$ cat src/rtl/mem_pkg.sv
// rtl/mem_pkg.sv - shared constants and reader state encoding for the 8 x 16 memory
package mem_pkg;

    localparam int DATA_W = 16;
    localparam int ADDR_W = 3;
    localparam int DEPTH  = 8;

    localparam logic RW_READ  = 1'b1;
    localparam logic RW_WRITE = 1'b0;

    typedef enum logic [1:0] {
        IDLE = 2'd0,
        READ = 2'd1,
        SEND = 2'd2,
        DONE = 2'd3
    } rd_state_t;

endpackage

$ cat src/rtl/mem_reader.sv
// rtl/mem_reader.sv - burst read sequencer streaming memory words out over valid/ready
module mem_reader
    import mem_pkg::*;
(
    input  logic              clk,
    input  logic              reset,
    input  logic              start,
    input  logic [ADDR_W-1:0] start_addr,
    input  logic [ADDR_W:0]   count,
    output logic              enable,
    output logic              R_W,
    output logic [ADDR_W-1:0] Address,
    output logic [DATA_W-1:0] D_In,
    input  logic [DATA_W-1:0] D_Out,
    output logic [DATA_W-1:0] out_data,
    output logic [ADDR_W-1:0] out_addr,
    output logic              out_valid,
    input  logic              out_ready,
    output logic              busy,
    output logic              done
);

    localparam logic [ADDR_W:0] DEPTH_CNT = (ADDR_W+1)'(DEPTH);
    localparam logic [ADDR_W:0] ONE_CNT   = (ADDR_W+1)'(1);

    rd_state_t         state, state_nx;
    logic [ADDR_W-1:0] addr_reg, addr_nx;
    logic [ADDR_W:0]   remaining, rem_nx;
    logic              capture;

    assign D_In = '0;

    always_ff @(posedge clk) begin
        if (reset) begin
            state     <= IDLE;
            addr_reg  <= '0;
            remaining <= '0;
            out_data  <= '0;
            out_addr  <= '0;
        end else begin
            state     <= state_nx;
            addr_reg  <= addr_nx;
            remaining <= rem_nx;
            if (capture) begin
                out_data <= D_Out;
                out_addr <= addr_reg;
            end
        end
    end

    always_comb begin
        state_nx  = state;
        addr_nx   = addr_reg;
        rem_nx    = remaining;
        capture   = 1'b0;
        enable    = 1'b0;
        R_W       = RW_WRITE;
        Address   = '0;
        out_valid = 1'b0;
        busy      = 1'b1;
        done      = 1'b0;
        unique case (state)
            IDLE: begin
                busy = 1'b0;
                if (start) begin
                    if (count == '0) begin
                        state_nx = DONE;
                    end else begin
                        addr_nx  = start_addr;
                        rem_nx   = (count > DEPTH_CNT) ? DEPTH_CNT : count;
                        state_nx = READ;
                    end
                end
            end
            READ: begin
                // D_Out is combinational from Address, so the word is captured on this edge
                enable   = 1'b1;
                R_W      = RW_READ;
                Address  = addr_reg;
                capture  = 1'b1;
                state_nx = SEND;
            end
            SEND: begin
                out_valid = 1'b1;
                if (out_ready) begin
                    if (remaining == ONE_CNT) begin
                        state_nx = DONE;
                    end else begin
                        rem_nx   = remaining - ONE_CNT;
                        addr_nx  = addr_reg + ADDR_W'(1);
                        state_nx = READ;
                    end
                end
            end
            DONE: begin
                done     = 1'b1;
                state_nx = IDLE;
            end
            default: state_nx = IDLE;
        endcase
    end

endmodule

$ cat config.mk
export PLATFORM = sky130hd
export DESIGN_NAME = mem_reader
export DESIGN_NICKNAME = d
export VERILOG_FILES = /design/src/rtl/mem_pkg.sv /design/src/rtl/mem_reader.sv
export SDC_FILE = /design/constraint.sdc
export NUM_CORES = 1
export LEC_CHECK = 0
export CAP_MARGIN = 20
export CORE_MARGIN = 2
export CORE_UTILIZATION = 40
export DETAILED_ROUTE_END_ITERATION = 7
export PLACE_DENSITY = 0.88
export REMOVE_ABC_BUFFERS = 1
export SLEW_MARGIN = 20
export SYNTH_ARGS = -nofsm -noshare
export SYNTH_HDL_FRONTEND = slang
export SYNTH_SLANG_ARGS = --single-unit
$ cat constraint.sdc
create_clock -name clk -period 1.8 [get_ports clk]
set_input_delay 0.18 -clock clk [delete_from_list [all_inputs] [get_ports clk]]
set_output_delay 0.18 -clock clk [all_outputs]
set_load 0.005 [all_outputs]
; ---- After elaboration in Yosys (flattened, before gate mapping)
; Cells that the tools add are included.
; W data, S select, Z words.
[totals]
regBits = 28
[op_classes]
add_sub_neg = 2
order_cmp = 1
n_eq_ne = 8
mux = 21
reduce_logical = 5
[ops]
columns = operator, n
row1 = $mux W4, 5
row2 = $mux W3, 5
row3 = $mux W2, 4
row4 = $ne A2 B2 Y1 const B, 4
row5 = $pmux W2 S4, 1
row6 = $pmux W4 S2, 1
row7 = $pmux W3 S2, 1
row8 = $reduce_and A5 Y1, 1
row9 = $eq A2 B2 Y1 const B, 2
row10 = $eq A4 B1 Y1 const B, 1
row11 = $gt A4 B4 Y1 const B, 1
row12 = $logic_not A4 Y1, 1
row13 = $mux W1, 4
row14 = $sub A4 B1 Y4 const B, 1
row15 = $add A3 B1 Y3 const B, 1
row16 = $eq A2 B1 Y1 const B, 1
row17 = $logic_not A2 Y1, 1
row18 = $reduce_and A2 Y1, 1
row19 = $reduce_bool A2 Y1, 1

; ---- Logic depth before layout (Yosys ltp)
[depth]
ltp_word = 5
depth_mapped = 6
ltp_nobuf = 6

; ---- Worst setup path after synthesis
; OpenSTA, ideal clock, no wires.
[synth_path]
path_kind = register to register
start = register remaining[1]
end = register addr_reg[2]
t_arrival_ns = 1.274
required_ns = 1.683
slack_ns = 0.408
stages_incl_launch_ff = 7
period_less_slack_ns = 1.392
path_cell_list = dfxtp_1 inv_1 ha_1 nor3b_2 nand2_2 and2_1 a32o_1
[synth_via]
elab_chain_len = 3
[synth_rtl]
columns = element, line_no
row1 = from (decl), mem_reader.sv:28  ; logic [ADDR_W:0] remaining, rem_nx;
row2 = from (signal assigned), mem_reader.sv:43  ; remaining <= rem_nx;
row3 = $eq A4 B1 Y1, mem_reader.sv:86  ; if (remaining == ONE_CNT) begin
row4 = $ne A2 B2 Y1 (no source line), -
row5 = $reduce_and A5 Y1 (no source line), -
row6 = to (signal assigned), mem_reader.sv:42  ; addr_reg <= addr_nx;
row7 = to (decl), mem_reader.sv:27  ; logic [ADDR_W-1:0] addr_reg, addr_nx;
; No other way between the ends.
; A chain may end at the register's enable or synchronous reset.

; ---- Worst setup path in the final report
[layout_path]
start = register state[0]
end = output Address[2]
[layout_via]
elab_chain_len = 2
[layout_rtl]
columns = element, line_no
row1 = from (decl), mem_reader.sv:26  ; rd_state_t state, state_nx;
row2 = from (signal assigned), mem_reader.sv:41  ; state <= state_nx;
row3 = $eq A2 B1 Y1, mem_reader.sv:62  ; unique case (state)
row4 = $mux W3, mem_reader.sv:62
row5 = to (decl), mem_reader.sv:12  ; output logic [ADDR_W-1:0] Address,
; No other way between the ends.

==> run metrics <==
Worst Path Arrival=~1500 ps; post-synth cell types=36; Final min period=1720 ps; Worst Path Required=1620 ps; fraction of layout cells with a size suffix above 1=around 16%; die area=4030 um^2; critical path depth in cells=6; first-pass GRT wire length=5540 um; EDFF count, synth=0; register clock-pin slew on the reported worst setup and hold paths=150 ps; RePlAce Congestion=between 0.8 and 0.9; clock skew=12.1 ps; status=finished, final reports clean; Fin. Hold Viols=0; CTS root buf=clkbuf_4; Netlist Area Pre-Place=between 1000 and 1500 um^2; area share of the largest cell type after synthesis=39.6%; TritonRoute pass-1 iters=4; Post-synth top flop=dfxtp_1; delay of the slowest critical-path stage=between 400 and 500 ps; HP Class=input port to flip-flop; hold buffer count at cts=0; H-tree depth=1; Final #Nets=273; Via density=4.57; Mapped Cells=176; CP Launch Type=flip-flop; FMAX=0.581 GHz; hpwl dp=2530 um; initial antenna violation count=0; PwrDens=646 nW/um^2; initial DRC count=31; Congestion Overflow GR=0; Lkg Pwr=just under 0.9 nW; n_diodes=0; Global Route Usage Sum=between 10% and 20%; synth cell count leaders=41 x nand2_1, 28 x dfxtp_1, 26 x a21oi_1, 18 x buf_4, 11 x inv_1; WS Path Type=flip-flop to primary output; Critical R2R Launch=state[1]$_SDFFE_PP0P_; vias in the first global route=approximately 1.3k; Die X-Extent=~64 um; number of buffers created by CTS=3; Yosys reg bits=28; Synth warnings=0; Syn Area/Cell=just over 8 um^2; Setup-failing EPs final=0; Starting Density=42.1%; Largest Register=out_data; max FFs per register=16; Crit path max-delay family=buffers and inverters; crit-path max FO=5; largest net degree at the start of global routing=21; ordered list of cells on the worst path=buf_4 -> nand2_2 -> inv_4 -> nand2_1 -> inv_1 -> clkdlybuf4s50_1; Core ar.=3360 um^2; max_cap viols=0; Tcrit/Tclk final=95.6%; Hold Path End=out_data[4]$_SDFFE_PP0P_; Post-DP Area=1970 um^2; critical path's slowest cell=clkdlybuf4s50_1; post-route design area=roughly 2100 um^2; Routed WL=3280 um; Routed WL per cell=11.4 um; crit path capture type=primary output; Port Buf Inserts=53; Die H=approximately 64 um; num rows=21; CP bufs+invs=4; Regs by FF count=out_data (16), remaining (4); flop2flop setup slack=130 ps; RSZ-0062 raised after global routing=false; VDD IR-drop max=0.518 mV; DRC=0; Final Max Tran Viols=0; IO Pins=70; Seq/Total Area, Yosys=39.6%; cell accounting for the most synthesized area=dfxtp_1; clock tree sinks=28; Setup TNS Final=0 ps; area grow syn2layout=48.2%; latest clock arrival within the worst-skew pair=320 ps; FF-to-FF path depth=7; via count=1317; Hold Path Depth=3; FF-to-FF End=addr_reg[2]$_SDFFE_PP0P_; CTS tree=done; top post-synthesis cells by area=dfxtp_1 40%, nand2_1 11%, buf_4 9.5%, a21oi_1 9.2%, inv_1 2.9%; Bufs on Longest Clock Path=2; post-route ant nets=0; ys async rst share=0%; cell with the most instances after synthesis=nand2_1; Min-Delay Startpoint=D_Out[4]; fill count=330
==> what timing repair did <==
action                                  CTS  global route
gates resized for setup                   7             5
gates cloned                              0             0
setup buffers                             4             5
endpoints found under the setup margin    6             6
==> final cells by class <==
class	count	area, um^2	share of cell area, %
Multi-Input combinational cell	125	699	33.3
Tap cell	46	57.6	2.74
Timing Repair Buffer	73	686	32.7
Clock buffer	4	36.3	1.73
Inverter	12	55.1	2.62
Sequential cell	28	566	26.9
==> report_power, final <==
group / switching (mW) / total (mW) / leakage [nW] / internal, mW
Combinational: 0.159 / 0.374 / 0.637 / 0.214
Sequential: 0.0278 / 0.688 / 0.230 / 0.660
Clock: 0.172 / 0.295 / 0.0210 / 0.124
==> cell families (layout without fill, tap and decap cells) <==
| group | count (synthesis) | count (layout) | synth area share, % |
|---|---|---|---|
| buffers and inverters | 38 | 89 | 15.7 |
| adder cells (fa/ha/maj) | 3 | 3 | 2.65 |
| multiplexers | 2 | 2 | 1.41 |
| flip-flops | 28 | 28 | 39.6 |
| other | 1 | 16 | 0.265 |
| AO/OA/AOI/OAI | 42 | 42 | 19.1 |
| AND/OR/NAND/NOR | 60 | 60 | 20.1 |
| XOR/XNOR | 2 | 2 | 1.24 |
==> per-layer routing <==
metal / vias to the layer above / share of wire [%] / wire (um) / global-route usage, %
li1: 681 / - / - / -
met1: 591 / 40 / 1330 / 19.0
met2: 43 / 53 / 1730 / 31.4
met3: 2 / 6.2 / 203 / 5.18
met4: 0 / 0.64 / 21 / 2.99
met5: - / 0 / 0 / 0
==> worst min-delay path, cell delays in order <==
cell and delay [ps]:
clkdlybuf4s50_1 390, nand2_1 50, a21oi_1 50
==> worst max-delay path by stage <==
stage                          startpoint                        to  slack [ps]
finish              state[0]$_SDFFE_PP0P_                Address[2]          80
CTS                 state[0]$_SDFFE_PP0P_                 out_valid          20
detailed placement               count[3]  addr_reg[2]$_SDFFE_PP0P_         100
floorplan           state[1]$_SDFFE_PP0P_                Address[0]         250
global placement    state[1]$_SDFFE_PP0P_                Address[1]         110
global route        state[0]$_SDFFE_PP0P_                Address[2]           3
==> stage by stage <==
| stage | total power [mW] | util (%) | hold slack (ps) | setup slack [ps] | cells |
|---|---|---|---|---|---|
| floorplan | 0.850 | - | 245 | 248 | 165 |
| global placement | 1.04 | 58.6 | 441 | 107 | 275 |
| detailed placement | 1.05 | 58.6 | 447 | 99.3 | 275 |
| CTS | 1.36 | 60.9 | 366 | 20.5 | 283 |
| global route | 1.45 | 62.4 | 371 | 3.18 | 288 |
| finish | 1.36 | 62.4 | 380 | 80.0 | 288 |
==> layout by cell type (no fill, tap or decap), types with 2 or more instances in the layout <==
cell type and instances:
o21ai_0 2, conb_1 16, and2_1 2, ha_1 3, nor3_1 3, dfxtp_1 26
a21oi_1 26, nand2_1 40, inv_4 2, nand2_2 2, clkdlybuf4s50_1 51, mux2i_1 2
inv_1 9, xnor2_1 2, a211oi_1 2, nor3b_1 2, nor2_1 4, a211oi_2 2
buf_4 20, clkbuf_4 3, dlymetal6s2s_1 2
Power figures use the tool's default switching activity.
